==> src/rtl/placar_pkg.sv <==
// placar_pkg: shared FSM states, segment codes, digit indices and BCD helpers for the score display
package placar_pkg;
    typedef enum logic [1:0] {IDLE, LOAD, SHIFT, DONE} state_e;
    localparam int BCD_W = 4;
    localparam logic [6:0] SEG_0 = 7'h3F;
    localparam logic [6:0] SEG_1 = 7'h06;
    localparam logic [6:0] SEG_2 = 7'h5B;
    localparam logic [6:0] SEG_3 = 7'h4F;
    localparam logic [6:0] SEG_4 = 7'h66;
    localparam logic [6:0] SEG_5 = 7'h6D;
    localparam logic [6:0] SEG_6 = 7'h7D;
    localparam logic [6:0] SEG_7 = 7'h07;
    localparam logic [6:0] SEG_8 = 7'h7F;
    localparam logic [6:0] SEG_9 = 7'h6F;
    localparam logic [6:0] SEG_BLANK = 7'h00;
    localparam logic [1:0] DIG_U = 2'd0;
    localparam logic [1:0] DIG_T = 2'd1;
    localparam logic [1:0] DIG_H = 2'd2;
    function automatic logic [BCD_W-1:0] add3(input logic [BCD_W-1:0] d);
        return d >= 4'd5 ? d + 4'd3 : d;
    endfunction
endpackage

==> src/rtl/placar_display_7seg_if.sv <==
// placar_display_7seg_if: score input and multiplexed 7-segment outputs of the display stage
interface placar_display_7seg_if;
    logic [6:0] tot;
    logic [6:0] seg;
    logic [2:0] an;
    logic       busy;
    modport master (output tot, input seg, an, busy);
    modport slave  (input tot, output seg, an, busy);
endinterface

==> src/rtl/seg7_decoder.sv <==
// seg7_decoder: BCD digit to active-high {g,f,e,d,c,b,a} segments; codes 10-15 decode to blank
module seg7_decoder
    import placar_pkg::*;
(
    input  logic [BCD_W-1:0] bcd,
    output logic [6:0]       seg
);
    always_comb begin
        case (bcd)
            4'd0:    seg = SEG_0;
            4'd1:    seg = SEG_1;
            4'd2:    seg = SEG_2;
            4'd3:    seg = SEG_3;
            4'd4:    seg = SEG_4;
            4'd5:    seg = SEG_5;
            4'd6:    seg = SEG_6;
            4'd7:    seg = SEG_7;
            4'd8:    seg = SEG_8;
            4'd9:    seg = SEG_9;
            default: seg = SEG_BLANK;
        endcase
    end
endmodule

==> src/rtl/placar_display_7seg.sv <==
// placar_display_7seg: shift-add-3 BCD conversion of the score total and 3-digit 7-segment scan;
// define PLACAR_LEADING_ZERO_BLANK_EN to blank leading zeros on the hundreds and tens digits.
module placar_display_7seg
    import placar_pkg::*;
#(
    parameter int REFRESH_DIV    = 50000,
    parameter bit SEG_ACTIVE_LOW = 1'b1
) (
    input logic                  clk,
    input logic                  rst,
    placar_display_7seg_if.slave bus
);
    localparam int CNT_W = $clog2(REFRESH_DIV);
    localparam logic [2:0] AN_OFF  = SEG_ACTIVE_LOW ? 3'b111 : 3'b000;
    localparam logic [6:0] SEG_OFF = SEG_ACTIVE_LOW ? ~SEG_BLANK : SEG_BLANK;

    state_e           state_q, state_d;
    logic [6:0]       last_q, last_d;
    logic [18:0]      sr_q, sr_d;
    logic [2:0]       cnt_q, cnt_d;
    logic [BCD_W-1:0] d_h_q, d_h_d, d_t_q, d_t_d, d_u_q, d_u_d;
    logic             busy_q, busy_d;
    logic [CNT_W-1:0] scan_q, scan_d;
    logic [1:0]       idx_q, idx_d;
    logic [2:0]       an_q, an_d;
    logic [6:0]       seg_q, seg_d;
    logic [11:0]      adj;
    logic             wrap, blank;
    logic [BCD_W-1:0] dig;
    logic [2:0]       onehot;
    logic [6:0]       dec_seg;

    seg7_decoder u_dec (.bcd(dig), .seg(dec_seg));

    // Digits are corrected independently so a >=5 digit never carries into its neighbour
    assign adj = {add3(sr_q[18:15]), add3(sr_q[14:11]), add3(sr_q[10:7])};

    always_comb begin
        state_d = state_q;
        last_d  = last_q;
        sr_d    = sr_q;
        cnt_d   = cnt_q;
        d_h_d   = d_h_q;
        d_t_d   = d_t_q;
        d_u_d   = d_u_q;
        busy_d  = busy_q;
        case (state_q)
            IDLE: if (bus.tot != last_q) begin
                sr_d    = {sr_q[18:7], bus.tot};
                last_d  = bus.tot;
                busy_d  = 1'b1;
                state_d = LOAD;
            end
            LOAD: begin
                sr_d    = {12'd0, sr_q[6:0]};
                cnt_d   = 3'd7;
                state_d = SHIFT;
            end
            SHIFT: begin
                sr_d    = {adj, sr_q[6:0]} << 1;
                cnt_d   = cnt_q - 3'd1;
                state_d = cnt_q == 3'd1 ? DONE : SHIFT;
            end
            DONE: begin
                d_h_d   = sr_q[18:15];
                d_t_d   = sr_q[14:11];
                d_u_d   = sr_q[10:7];
                busy_d  = 1'b0;
                state_d = IDLE;
            end
        endcase
    end

    always_comb begin
        wrap   = scan_q == CNT_W'(REFRESH_DIV - 1);
        scan_d = wrap ? '0 : scan_q + CNT_W'(1);
        idx_d  = wrap ? (idx_q == DIG_H ? DIG_U : idx_q + 2'd1) : idx_q;
`ifdef PLACAR_LEADING_ZERO_BLANK_EN
        blank  = (idx_q == DIG_H && d_h_q == '0) || (idx_q == DIG_T && d_h_q == '0 && d_t_q == '0);
`else
        blank  = 1'b0;
`endif
        // Code 15 decodes to blank, so blanking reuses the single decoder
        dig    = blank ? 4'hF : idx_q == DIG_H ? d_h_q : idx_q == DIG_T ? d_t_q : d_u_q;
        onehot = idx_q == DIG_H ? 3'b100 : idx_q == DIG_T ? 3'b010 : 3'b001;
        an_d   = SEG_ACTIVE_LOW ? ~onehot : onehot;
        seg_d  = SEG_ACTIVE_LOW ? ~dec_seg : dec_seg;
    end

    always_ff @(posedge clk or negedge rst) begin
        if (!rst) begin
            state_q <= IDLE;
            last_q  <= '0;
            sr_q    <= '0;
            cnt_q   <= '0;
            d_h_q   <= '0;
            d_t_q   <= '0;
            d_u_q   <= '0;
            busy_q  <= 1'b0;
            scan_q  <= '0;
            idx_q   <= DIG_U;
            an_q    <= AN_OFF;
            seg_q   <= SEG_OFF;
        end else begin
            state_q <= state_d;
            last_q  <= last_d;
            sr_q    <= sr_d;
            cnt_q   <= cnt_d;
            d_h_q   <= d_h_d;
            d_t_q   <= d_t_d;
            d_u_q   <= d_u_d;
            busy_q  <= busy_d;
            scan_q  <= scan_d;
            idx_q   <= idx_d;
            an_q    <= an_d;
            seg_q   <= seg_d;
        end
    end

    assign bus.seg  = seg_q;
    assign bus.an   = an_q;
    assign bus.busy = busy_q;
endmodule

==> src/flat_wrapper.sv <==
// flat-port wrapper written by rule: the top's interface ports become plain ports
module placar_display_7seg_flat import placar_pkg::*;
#(
    parameter int REFRESH_DIV    = 50000,
    parameter bit SEG_ACTIVE_LOW = 1'b1
)
  (clk, rst, bus_tot, bus_seg, bus_an, bus_busy);
  placar_display_7seg_if bus_i ();
  input logic clk;
  input logic rst;
  input wire logic [$bits(bus_i.tot)-1:0] bus_tot;
  output wire logic [$bits(bus_i.seg)-1:0] bus_seg;
  output wire logic [$bits(bus_i.an)-1:0] bus_an;
  output wire logic [$bits(bus_i.busy)-1:0] bus_busy;
  assign bus_i.tot = bus_tot;
  assign bus_seg = bus_i.seg;
  assign bus_an = bus_i.an;
  assign bus_busy = bus_i.busy;
  placar_display_7seg #(.REFRESH_DIV(REFRESH_DIV), .SEG_ACTIVE_LOW(SEG_ACTIVE_LOW)) u_core (.clk(clk), .rst(rst), .bus(bus_i));
endmodule
==> config.mk <==
export PLATFORM = sky130hd
export DESIGN_NAME = placar_display_7seg_flat
export DESIGN_NICKNAME = d
export VERILOG_FILES = /design/src/rtl/placar_pkg.sv /design/src/rtl/placar_display_7seg_if.sv /design/src/rtl/seg7_decoder.sv /design/src/rtl/placar_display_7seg.sv /design/src/flat_wrapper.sv
export SDC_FILE = /design/constraint.sdc
export NUM_CORES = 1
export LEC_CHECK = 0
export ABC_AREA = 1
export CORE_MARGIN = 4
export CORE_UTILIZATION = 46
export CTS_BUF_LIST = sky130_fd_sc_hd__clkbuf_4 sky130_fd_sc_hd__clkbuf_8
export DETAILED_ROUTE_END_ITERATION = 16
export PLACE_DENSITY_LB_ADDON = 0.25
export SYNTH_ARGS = -nofsm -noshare
export SYNTH_HDL_FRONTEND = slang
export SYNTH_SLANG_ARGS = --single-unit
==> constraint.sdc <==
create_clock -name clk -period 3.4 [get_ports clk]
set_input_delay 0.34 -clock clk [delete_from_list [all_inputs] [get_ports clk]]
set_output_delay 0.34 -clock clk [all_outputs]
set_load 0.02 [all_outputs]
==> impl_metrics.csv <==
group,metric,value,unit
routing,routedWlPerCell,11.7,um
logic_synthesis,yosysMostFrequentCell,"nand2_1",
timing,fin_hold_ws,0.0606,ns
floorplanning,start_util,47.7,%
logic_synthesis,ys_seq_area_share,48.7,%
floorplanning,dieArea,9600,um^2
clock_network,cts_hold_buffers,0,
clock_network,clock-sinks,72,
logic_synthesis,synth.area.top_cells,"dfrtp_1 (42%), nand2_1 (8.9%), ha_1 (7.7%)",
logic_synthesis,syn_area_per_cell,8.71,um^2
floorplanning,rows,32,
clock_network,cts_setup_buffers,0,
setup_path,cp_max_fo,8,
clock_network,cts_resized,0,
logic_synthesis,synth_top_area_share,41.6,%
clock_network,cts_tree,"done",
routing,vias,2738,
clock_network,cts.htree.levels,3,
timing,period_share,60.3,%
placed_design,place_congestion,0.829,
floorplanning,core-area,7810,um^2
setup_path,worstPathArrival,2.32,ns
timing,max_freq,488,MHz
routing,vias_per_cell,4.90,
min_path,hp-class,"input port to async pin",
timing,fin_crit,2.05,ns
layout,final_area,4250,um^2
logic_synthesis,postSynthCellCount,428,
floorplanning,ios,20,
routing,drt-pass1-iter-count,4,
setup_path,cp_slowest_stage_delay,0.50,ns
logic_synthesis,synth_warnings,0,
setup_path,required,3.67,ns
clock_network,numCtsBuffers,9,
routing,ant_nets,0,
global_route,grt_max_degree,38,
logic_synthesis,synth-edff-count,0,
power_and_ir_drop,p_leak,0.00205,uW
routing,wirelength,6560,um
setup_path,crit_slowest_cell,"o21ai_0",
layout,utilization,54.5,%
logic_synthesis,synth.distinct_cells,35,
global_route,grt_pass1_vias,2759,
timing,tns,0,ns
job,cap_violations,0,
setup_path,ff2ff_setup_slack,1.35,ns
global_route,grt_pass1_wl,12200,um
setup_path,path_cells,"inv_1 > ha_1 > inv_2 > o21ai_0 > inv_1 > ha_1 > o21ai_0 > o21ai_1",
logic_synthesis,syn_nets,460,
layout,post_route_cells_drive_above_1_share,14.0,%
floorplanning,die_w,98,um
power_and_ir_drop,total_power,3250,uW
setup_path,crit_path_end_kind,"flip-flop",
timing,final-setup-viol-count,0,
power_and_ir_drop,peakVddDrop,657,uV
logic_synthesis,yosys.area.top_type,"dfrtp_1",
clock_network,cts-root-buf,"clkbuf_8",
global_route,grt_use_total,15.3,%
layout,nets,484,
run_status,outcome,"finished clean",
logic_synthesis,yosys_most_used_dff,"dfrtp_1",
logic_synthesis,synth_seq_cells,72,
floorplanning,die_h,98,um
global_route,antenna_found_initial,0,
logic_synthesis,syn_area,3730,um^2
power_and_ir_drop,p_per_area,765,nW/um^2
timing,worstMarginPinSlew,0.797,ns
clock_network,clkTransAtPathRegs,0.09,ns
placed_design,placed_cell_area,4010,um^2
setup_path,rr_worst_depth,8,
setup_path,r2r-start,"u_core.idx_q[0]",
global_route,grt_overflow_total,0,
routing,drt_iter0_drc,101,
clock_network,clock_latency,0.35,ns
timing,finClkSkew,0.0139,ns
timing,rsz0062_at_grt,"false",
timing,relSlewSlack,46.8,%
setup_path,r2r_end,"u_core.bus.seg[6]",
setup_path,crit_path_start_kind,"flip-flop",
layout,insertedDiodeCount,0,
logic_synthesis,async_flop_share,100,%
placed_design,detailed_place_hpwl,4690,um
logic_synthesis,synth.top_cells.by_count,"nand2_1 (88), dfrtp_1 (62), inv_1 (56)",
clock_network,clockBufferDepth,2,
timing,hold_violations,0,
placed_design,numPortBuffers,19,
layout,area_growth,14.1,%
routing,drc,0,
timing,drv_slew,0,
setup_path,critical_path_class,"flip-flop to flip-flop",
## worst max-delay path by stage
stage / startpoint / endpoint / slack, ns / depth (start not counted)
2_1_floorplan: u_core.idx_q[0] / u_core.bus.seg[5] / 1.61 / 8
3_3_place_gp: u_core.idx_q[0] / u_core.bus.seg[5] / 1.47 / 8
3_5_place_dp: u_core.idx_q[0] / u_core.bus.seg[6] / 1.36 / 8
4_1_cts: u_core.idx_q[0] / u_core.bus.seg[6] / 1.34 / 8
5_1_grt: u_core.idx_q[0] / u_core.bus.seg[0] / 1.10 / 8
6_report: u_core.idx_q[0] / u_core.bus.seg[6] / 1.35 / 8
## worst max-delay path: cells and delay by family, from the launching register on
family | cells | cell delay, ns
buffers and inverters | 3 | 0.34
adders and majority gates | 2 | 0.41
AOI/OAI and AO/OA | 3 | 0.82
DFF | 1 | 0.41
## layout make-up
type                       count  area [um^2]
fill                         729         3560
sequential                    72         1810
clock inverter                 4         75.1
multi-input combinational    284         1610
tap                          102          128
timing repair buffer          21          213
inverter                      64          246
clock buffer                  12          165
## registers in the layout, indices dropped and copies added, names as in the netlist
register and count:
u_core.d_u_q 4, u_core.last_q 7, u_core.cnt_q 3, u_core.d_t_q 4, u_core.bus.seg 7, u_core.d_h_q 4, u_core.bus.busy 1, u_core.scan_q 16
u_core.idx_q 2, u_core.bus.an 3, u_core.state_q 2, u_core.sr_q 19
## per-layer routing
layer	part of all wire, %	vias to the layer above	wire (um)	global-route usage [%]
met5	0	-	0	0
met4	1.2	0	78	4.90
met3	3.9	7	259	4.43
met2	48	42	3130	25.7
met1	47	1290	3090	18.9
li1	-	1399	-	-
## where the power goes
group	switching (uW)	internal, uW	leakage (uW)
sequential	137	1120	0.000898
combinational	746	452	0.00104
clock	321	473	0.000115
total	1200	2050	0.00205
## logic make-up after synthesis
| group | count (synthesis) | share of synthesized area, % |
|---|---|---|
| AO/OA/AOI/OAI | 78 | 12.1 |
| XOR/XNOR | 14 | 3.29 |
| adder cells (fa/ha/maj) | 23 | 7.72 |
| buffers and inverters | 72 | 8.09 |
| flip-flops | 72 | 48.7 |
| AND/OR/NAND/NOR | 169 | 20.1 |
## cell usage in the layout (no fill, tap or decap), types with 12 or more instances in the layout
cell type	synthesis	final
ha_1	23	23
clkbuf_8	0	12
a21oi_1	17	17
nand3_1	15	15
o21ai_0	39	39
nand2_1	88	88
inv_1	56	56
clkdlybuf4s50_1	0	18
dfrtp_1	62	62
nor2_1	38	38
## metrics by stage
stage | cells | setup slack [ns]
after floorplan | 428 | 1.61
after global placement | 543 | 1.47
after detailed placement | 543 | 1.36
after CTS | 559 | 1.34
after global routing | 559 | 1.10
final | 559 | 1.35
Note: power is estimated with default switching activity, not from simulation.
